<file path="src/rtl/reg_dump_reader_pkg.sv">
// Shared definitions for the register-dump reader: width defaults and FSM state codes.
package reg_dump_reader_pkg;

  localparam int DEF_DATA_W = 32;
  localparam int DEF_ADDR_W = 4;

  typedef logic [2:0] state_t;

  localparam state_t ST_IDLE    = 3'd0;
  localparam state_t ST_ISSUE   = 3'd1;
  localparam state_t ST_CAPTURE = 3'd2;
  localparam state_t ST_HOLD    = 3'd3;
  localparam state_t ST_FINISH  = 3'd4;

endpackage

</file>
<file path="src/rtl/reg_dump_reader_if.sv">
// Register-file read port plus the valid/ready word stream leaving the dump reader.
interface reg_dump_reader_if
  import reg_dump_reader_pkg::*;
#(
  parameter int DATA_W = DEF_DATA_W,
  parameter int ADDR_W = DEF_ADDR_W
);

  logic [ADDR_W-1:0] rf_ra;
  logic [DATA_W-1:0] rf_a;
  logic              out_valid;
  logic              out_ready;
  logic [ADDR_W-1:0] out_idx;
  logic [DATA_W-1:0] out_data;

  modport master (
    output rf_ra,
    input  rf_a,
    output out_valid,
    input  out_ready,
    output out_idx,
    output out_data
  );

  modport slave (
    input  rf_ra,
    output rf_a,
    input  out_valid,
    output out_ready,
    input  out_idx,
    input  out_data
  );

endinterface

</file>
<file path="src/rtl/reg_dump_index_ctr.sv">
// Current register index for a dump: loads the bounds, steps with natural wrap,
// and flags when the final index is reached.
module reg_dump_index_ctr
  import reg_dump_reader_pkg::*;
#(
  parameter int ADDR_W = DEF_ADDR_W
) (
  input  logic              clk,
  input  logic              reset,
  input  logic              load,
  input  logic              inc,
  input  logic [ADDR_W-1:0] load_idx,
  input  logic [ADDR_W-1:0] load_last,
  output logic [ADDR_W-1:0] cur_idx,
  output logic [ADDR_W-1:0] next_idx,
  output logic              is_last
);

  logic [ADDR_W-1:0] cur_idx_q, cur_idx_d;
  logic [ADDR_W-1:0] last_idx_q, last_idx_d;

  always_comb begin
    cur_idx_d  = cur_idx_q;
    last_idx_d = last_idx_q;
    if (load) begin
      cur_idx_d  = load_idx;
      last_idx_d = load_last;
    end else if (inc) begin
      cur_idx_d  = next_idx;
    end
  end

  always_ff @(posedge clk or posedge reset) begin
    if (reset) begin
      cur_idx_q  <= '0;
      last_idx_q <= '0;
    end else begin
      cur_idx_q  <= cur_idx_d;
      last_idx_q <= last_idx_d;
    end
  end

  // Wrap past the top register falls out of the fixed index width.
  assign next_idx = cur_idx_q + ADDR_W'(1);
  assign cur_idx  = cur_idx_q;
  assign is_last  = (cur_idx_q == last_idx_q);

endmodule

</file>
<file path="src/rtl/reg_dump_reader.sv">
// Streams a wrapping range of register-file words out through a valid/ready port,
// one issue/capture/hold round per word.
module reg_dump_reader
  import reg_dump_reader_pkg::*;
#(
  parameter int DATA_W = DEF_DATA_W,
  parameter int ADDR_W = DEF_ADDR_W
) (
  input  logic              clk,
  input  logic              reset,
  input  logic              start,
  input  logic [ADDR_W-1:0] first_idx,
  input  logic [ADDR_W-1:0] last_idx,
  output logic              busy,
  output logic              done,
  reg_dump_reader_if.master bus
);

  state_t            state_q, state_d;
  logic [ADDR_W-1:0] rf_ra_q, rf_ra_d;
  logic              out_valid_q, out_valid_d;
  logic [ADDR_W-1:0] out_idx_q, out_idx_d;
  logic [DATA_W-1:0] out_data_q, out_data_d;

  logic              ctr_load;
  logic              ctr_inc;
  logic [ADDR_W-1:0] cur_idx;
  logic [ADDR_W-1:0] next_idx;
  logic              is_last;

  reg_dump_index_ctr #(.ADDR_W(ADDR_W)) u_idx_ctr (
    .clk       (clk),
    .reset     (reset),
    .load      (ctr_load),
    .inc       (ctr_inc),
    .load_idx  (first_idx),
    .load_last (last_idx),
    .cur_idx   (cur_idx),
    .next_idx  (next_idx),
    .is_last   (is_last)
  );

  // rf_ra only moves on the edge that leaves IDLE or HOLD, so it is stable across ISSUE.
  always_comb begin
    state_d     = state_q;
    rf_ra_d     = rf_ra_q;
    out_valid_d = out_valid_q;
    out_idx_d   = out_idx_q;
    out_data_d  = out_data_q;
    ctr_load    = 1'b0;
    ctr_inc     = 1'b0;
    case (state_q)
      ST_IDLE: begin
        if (start) begin
          ctr_load = 1'b1;
          rf_ra_d  = first_idx;
          state_d  = ST_ISSUE;
        end
      end
      ST_ISSUE: begin
        state_d = ST_CAPTURE;
      end
      ST_CAPTURE: begin
        out_data_d  = bus.rf_a;
        out_idx_d   = cur_idx;
        out_valid_d = 1'b1;
        state_d     = ST_HOLD;
      end
      ST_HOLD: begin
        if (out_valid_q && bus.out_ready) begin
          out_valid_d = 1'b0;
          if (is_last) begin
            state_d = ST_FINISH;
          end else begin
            ctr_inc = 1'b1;
            rf_ra_d = next_idx;
            state_d = ST_ISSUE;
          end
        end
      end
      ST_FINISH: begin
        state_d = ST_IDLE;
      end
      default: begin
        state_d = ST_IDLE;
      end
    endcase
  end

  always_ff @(posedge clk or posedge reset) begin
    if (reset) begin
      state_q     <= ST_IDLE;
      rf_ra_q     <= '0;
      out_valid_q <= 1'b0;
      out_idx_q   <= '0;
      out_data_q  <= '0;
    end else begin
      state_q     <= state_d;
      rf_ra_q     <= rf_ra_d;
      out_valid_q <= out_valid_d;
      out_idx_q   <= out_idx_d;
      out_data_q  <= out_data_d;
    end
  end

  assign busy          = (state_q != ST_IDLE);
  assign done          = (state_q == ST_FINISH);
  assign bus.rf_ra     = rf_ra_q;
  assign bus.out_valid = out_valid_q;
  assign bus.out_idx   = out_idx_q;
  assign bus.out_data  = out_data_q;

endmodule
</file>
<file path="src/flat_wrapper.sv">
// flat-port wrapper written by rule: the top's interface ports become plain ports
module reg_dump_reader_flat import reg_dump_reader_pkg::*;
#(
  parameter int DATA_W = DEF_DATA_W,
  parameter int ADDR_W = DEF_ADDR_W
)
  (clk, reset, start, first_idx, last_idx, busy, done, bus_rf_ra, bus_rf_a, bus_out_valid, bus_out_ready, bus_out_idx, bus_out_data);
  reg_dump_reader_if #(.DATA_W(DATA_W), .ADDR_W(ADDR_W)) bus_i ();
  input  logic clk;
  input  logic reset;
  input  logic start;
  input  logic [ADDR_W-1:0] first_idx;
  input  logic [ADDR_W-1:0] last_idx;
  output logic busy;
  output logic done;
  output wire logic [$bits(bus_i.rf_ra)-1:0] bus_rf_ra;
  input wire logic [$bits(bus_i.rf_a)-1:0] bus_rf_a;
  output wire logic [$bits(bus_i.out_valid)-1:0] bus_out_valid;
  input wire logic [$bits(bus_i.out_ready)-1:0] bus_out_ready;
  output wire logic [$bits(bus_i.out_idx)-1:0] bus_out_idx;
  output wire logic [$bits(bus_i.out_data)-1:0] bus_out_data;
  assign bus_rf_ra = bus_i.rf_ra;
  assign bus_i.rf_a = bus_rf_a;
  assign bus_out_valid = bus_i.out_valid;
  assign bus_i.out_ready = bus_out_ready;
  assign bus_out_idx = bus_i.out_idx;
  assign bus_out_data = bus_i.out_data;
  reg_dump_reader #(.DATA_W(DATA_W), .ADDR_W(ADDR_W)) u_core (.clk(clk), .reset(reset), .start(start), .first_idx(first_idx), .last_idx(last_idx), .busy(busy), .done(done), .bus(bus_i));
endmodule
</file>
<file path="config.mk">
export PLATFORM = sky130hd
export DESIGN_NAME = reg_dump_reader_flat
export DESIGN_NICKNAME = d
export VERILOG_FILES = /design/src/rtl/reg_dump_reader_pkg.sv /design/src/rtl/reg_dump_reader_if.sv /design/src/rtl/reg_dump_index_ctr.sv /design/src/rtl/reg_dump_reader.sv /design/src/flat_wrapper.sv
export SDC_FILE = /design/constraint.sdc
export NUM_CORES = 1
export LEC_CHECK = 0
export CAP_MARGIN = 10
export CORE_ASPECT_RATIO = 0.7
export CORE_MARGIN = 4
export CORE_UTILIZATION = 40
export CTS_CLUSTER_SIZE = 40
export DETAILED_ROUTE_END_ITERATION = 6
export GPL_ROUTABILITY_DRIVEN = 1
export PLACE_DENSITY_LB_ADDON = 0.08
export SLEW_MARGIN = 25
export SYNTH_ARGS = -nofsm -noshare
export SYNTH_HDL_FRONTEND = slang
export SYNTH_HIERARCHICAL = 1
export SYNTH_SLANG_ARGS = --single-unit
</file>
<file path="constraint.sdc">
create_clock -name clk -period 1.9 [get_ports clk]
set_input_delay 0.38 -clock clk [delete_from_list [all_inputs] [get_ports clk]]
set_output_delay 0.38 -clock clk [all_outputs]
set_load 0.03 [all_outputs]
</file>
==> metrics.md <==
| Metric | Value |
|---|---|
| Status | completed |
| H-tree depth | 2 |
| Synth top area share | 0.555 |
| Worst IR Drop VDD | 0.852 mV |
| #FFs+latches synth | 52 |
| Worst path slowest cell | dfrtp_1 |
| CTS max path bufs | 2 |
| CTS clk-pin slew, worst paths | 0.10 ns |
| Max Cap Viol | 0 |
| Skew-Pair Late Insertion Delay | 0.30 ns |
| Leak | 1.52 nW |
| Synth area leaders | dfrtp_1, mux2_4, mux2_2 |
| Root Buffer | clkbuf_8 |
| Worst rel slew slack | 0.745 |
| Post-DP HPWL | around 4000 um |
| Ratio of final minimum period to clock period | 0.943 |
| Final GP Congestion | 0.795 |
| Placed cell area | 3360 um^2 |
| Die width | a little under 100 um |
| GRT Resource Usage Total | 0.146 |
| Grt ovf | 0 |
| CP cell instances | or3_1 > dlygate4sd2_1 |
| Levels on crit path | 2 |
| Startpoint types | flop |
| Top FF cell, synth | dfrtp_1 |
| Initial drt markers | 26 |
| RSZ-0062 raised after global routing | false |
| Die area | 7170 um^2 |
| Worst hold path type | primary input to asynchronous set/reset pin |
| Family with the most delay on the worst path | flip-flops |
| Crit path buf inv count | 1 |
| Cell Rows | 23 |
| Area grow syn2layout | 48.8% |
| Max incr delay on CP | 0.40 ns |
| Drc violations | 0 |
| Tmin final | 1.79 ns |
| Slew Viols, Final | 0 |
| First-pass GRT wire length | 8160 um |
| Crit-path max FO | 3 |
| Clock sink count | 52 |
| Syn avg cell area | about 16 um^2 |
| Final net count | 295 |
| Design Area, Final | 3490 um^2 |
| CTS tree | yes |
| Synth warn | 6 |
| Crit. End Element | output pin |
| Starting Density | 0.411 |
| Vias post-DR | 1524 |
| Worst Clk Skew | 0.00738 ns |
| R2r startpoint | u_core/u_idx_ctr/last_idx_q[1] |
| CP required | approximately 1.5 ns |
| Most frequent cell after synthesis | dfrtp_1 |
| Least-Margin Pin Slew | 0.382 ns |
| Post-synth top cells | dfrtp_1, mux2_4, mux2_2, xor2_1, buf_6 |
| Initial antenna violation count | 0 |
| Post-synth EDFFs | 0 |
| Power Dens Cells | 1910 nW/um^2 |
| Routed Antenna Nets | 0 |
| 1st-pass router iterations | 3 |
| Filler instances | 457 |
| R2R setup slack | 0.12 ns |
| Maximum clock rate | 0.558 GHz |
| CTS buffer count | 5 |
| Seq/Total Area, Yosys | 0.555 |
| Avg WL per Cell | 15.9 um |
| Die Y | slightly above 70 um |
| Fin. Hold Viols | 0 |
| FF-to-FF path depth | 7 |
| Core area | 5700 um^2 |
| WP data arrival | 1.41 ns |
| IO Pins | 87 |
| Vias in the first global route | 1666 |
| Worst setup path category | flop to output pin |
| Routed WL | 5170 um |
| IO Port Bufs | 86 |
| Post-CTS setup buffer count | 0 |
| Netlist Area Pre-Place | 2340 um^2 |
| Setup violators final | 0 |
| Area leader, netlist | dfrtp_1 |
| Vias per std cell | about 4.7 |
| Netlist cell types | 30 |
| Post-CTS Hold Fix Bufs | 0 |
| Antenna diodes | 0 |
| Largest net degree at the start of global routing | 38 |
| Post-Synthesis Cells | approximately 150 |
| Syn_nets | 196 |
| Total Power | 0.00666 W |
| Share of cells above drive strength 1 | 0.299 |
| Async S/R FF share, synth | 1.00 |
| Reg-to-Reg End | u_core/u_idx_ctr/cur_idx[3] |
[per-stage QoR]
stage                     instances  utilization  setup slack [ns]  TNS, ns  hold WS (ns)
final                           326        0.612             0.109        0         0.375
after detailed placement        318        0.589           -0.0289  -0.0289         0.494
after global routing            326        0.612            0.0351        0         0.391
after CTS                       326        0.611            0.0171        0         0.378
after floorplan                 151            -            0.0398        0         0.196
after global placement          318        0.589            0.0148        0         0.486
[power by group]
part / switching (W) / internal (W)
combinational: 0.00184 / 0.00202
sequential: 0.000318 / 0.00166
clock: 0.000347 / 0.000465
[sequential cells by signal, indices dropped and copies added, names as in the netlist]
name and flops:
u_core/bus.out_data 32, u_core/bus.out_idx 4, u_core/bus.rf_ra 4, u_core/u_idx_ctr/cur_idx 4, u_core/u_idx_ctr/last_idx_q 4, u_core/state_q 3
u_core/bus.out_valid 1
[layer usage]
metal	vias up	track usage	wire, um
met2	47	0.228	2340
met4	0	0.0394	83
met1	749	0.198	2450
li1	722	-	-
met5	-	0	0
met3	6	0.0461	298
[worst reg2reg max path: stages (launching register included)]
cell	delay (ns)
dfrtp_1	0.40
xor2_1	0.18
nor4_2	0.35
nor3b_2	0.10
and2_1	0.20
nand4_2	0.12
xnor2_1	0.07
mux2_2	0.25
[how the worst max path moves through the flow]
stage                                               from                           to  slack [ns]
after floorplan              u_core/u_idx_ctr/cur_idx[2]  u_core/u_idx_ctr/cur_idx[3]        0.04
after global placement                     bus_out_ready  u_core/u_idx_ctr/cur_idx[3]        0.01
after detailed placement                   bus_out_ready  u_core/u_idx_ctr/cur_idx[3]       -0.03
after CTS                 u_core/u_idx_ctr/last_idx_q[1]  u_core/u_idx_ctr/cur_idx[3]        0.02
after global routing      u_core/u_idx_ctr/last_idx_q[1]  u_core/u_idx_ctr/cur_idx[3]        0.04
final                                  u_core/state_q[0]                         busy        0.11
[layout by cell type (no fill, tap or decap), types with 2 or more instances in the layout]
cell type,netlist,routed
clkdlybuf4s50_1,0,84
dfrtp_1,52,52
mux2_4,29,29
mux2_2,17,17
buf_4,1,11
clkbuf_8,0,7
xor2_1,6,6
nor2_1,4,4
nand2_1,4,4
mux2_1,3,3
inv_1,4,3
xnor2_1,3,3
dlygate4sd2_1,0,2
nand3_1,2,2
and2_1,2,2
o21ai_0,2,2
buf_12,0,2
o21ai_1,2,2
[layout make-up]
type	count	area (um^2)	area share
Multi-Input combinational cell	88	970	0.278
Tap cell	75	93.8	0.0269
Clock inverter	1	30.0	0.00861
Clock buffer	7	96.3	0.0276
Sequential cell	52	1300	0.373
Timing Repair Buffer	99	981	0.281
Inverter	4	15.0	0.00431
[kinds of logic (layout without fill, tap and decap cells)]
family / count (synthesis) / count (layout) / synth area share
AOI/OAI and AO/OA: 7 / 7 / 0.0192
DFF: 52 / 52 / 0.555
adders and majority gates: 1 / 1 / 0.00534
and+or+nand+nor: 21 / 21 / 0.0646
muxes: 50 / 50 / 0.286
xor gates and xnor gates: 9 / 9 / 0.0336
buffers and inverters: 11 / 111 / 0.0358
[timing repair]
item                                    CTS  global route
gates resized for setup                   2             1
gates cloned                              0             0
endpoints found under the setup margin    2             2
pin swaps                                 0             0
(Power assumes the default switching activity.)
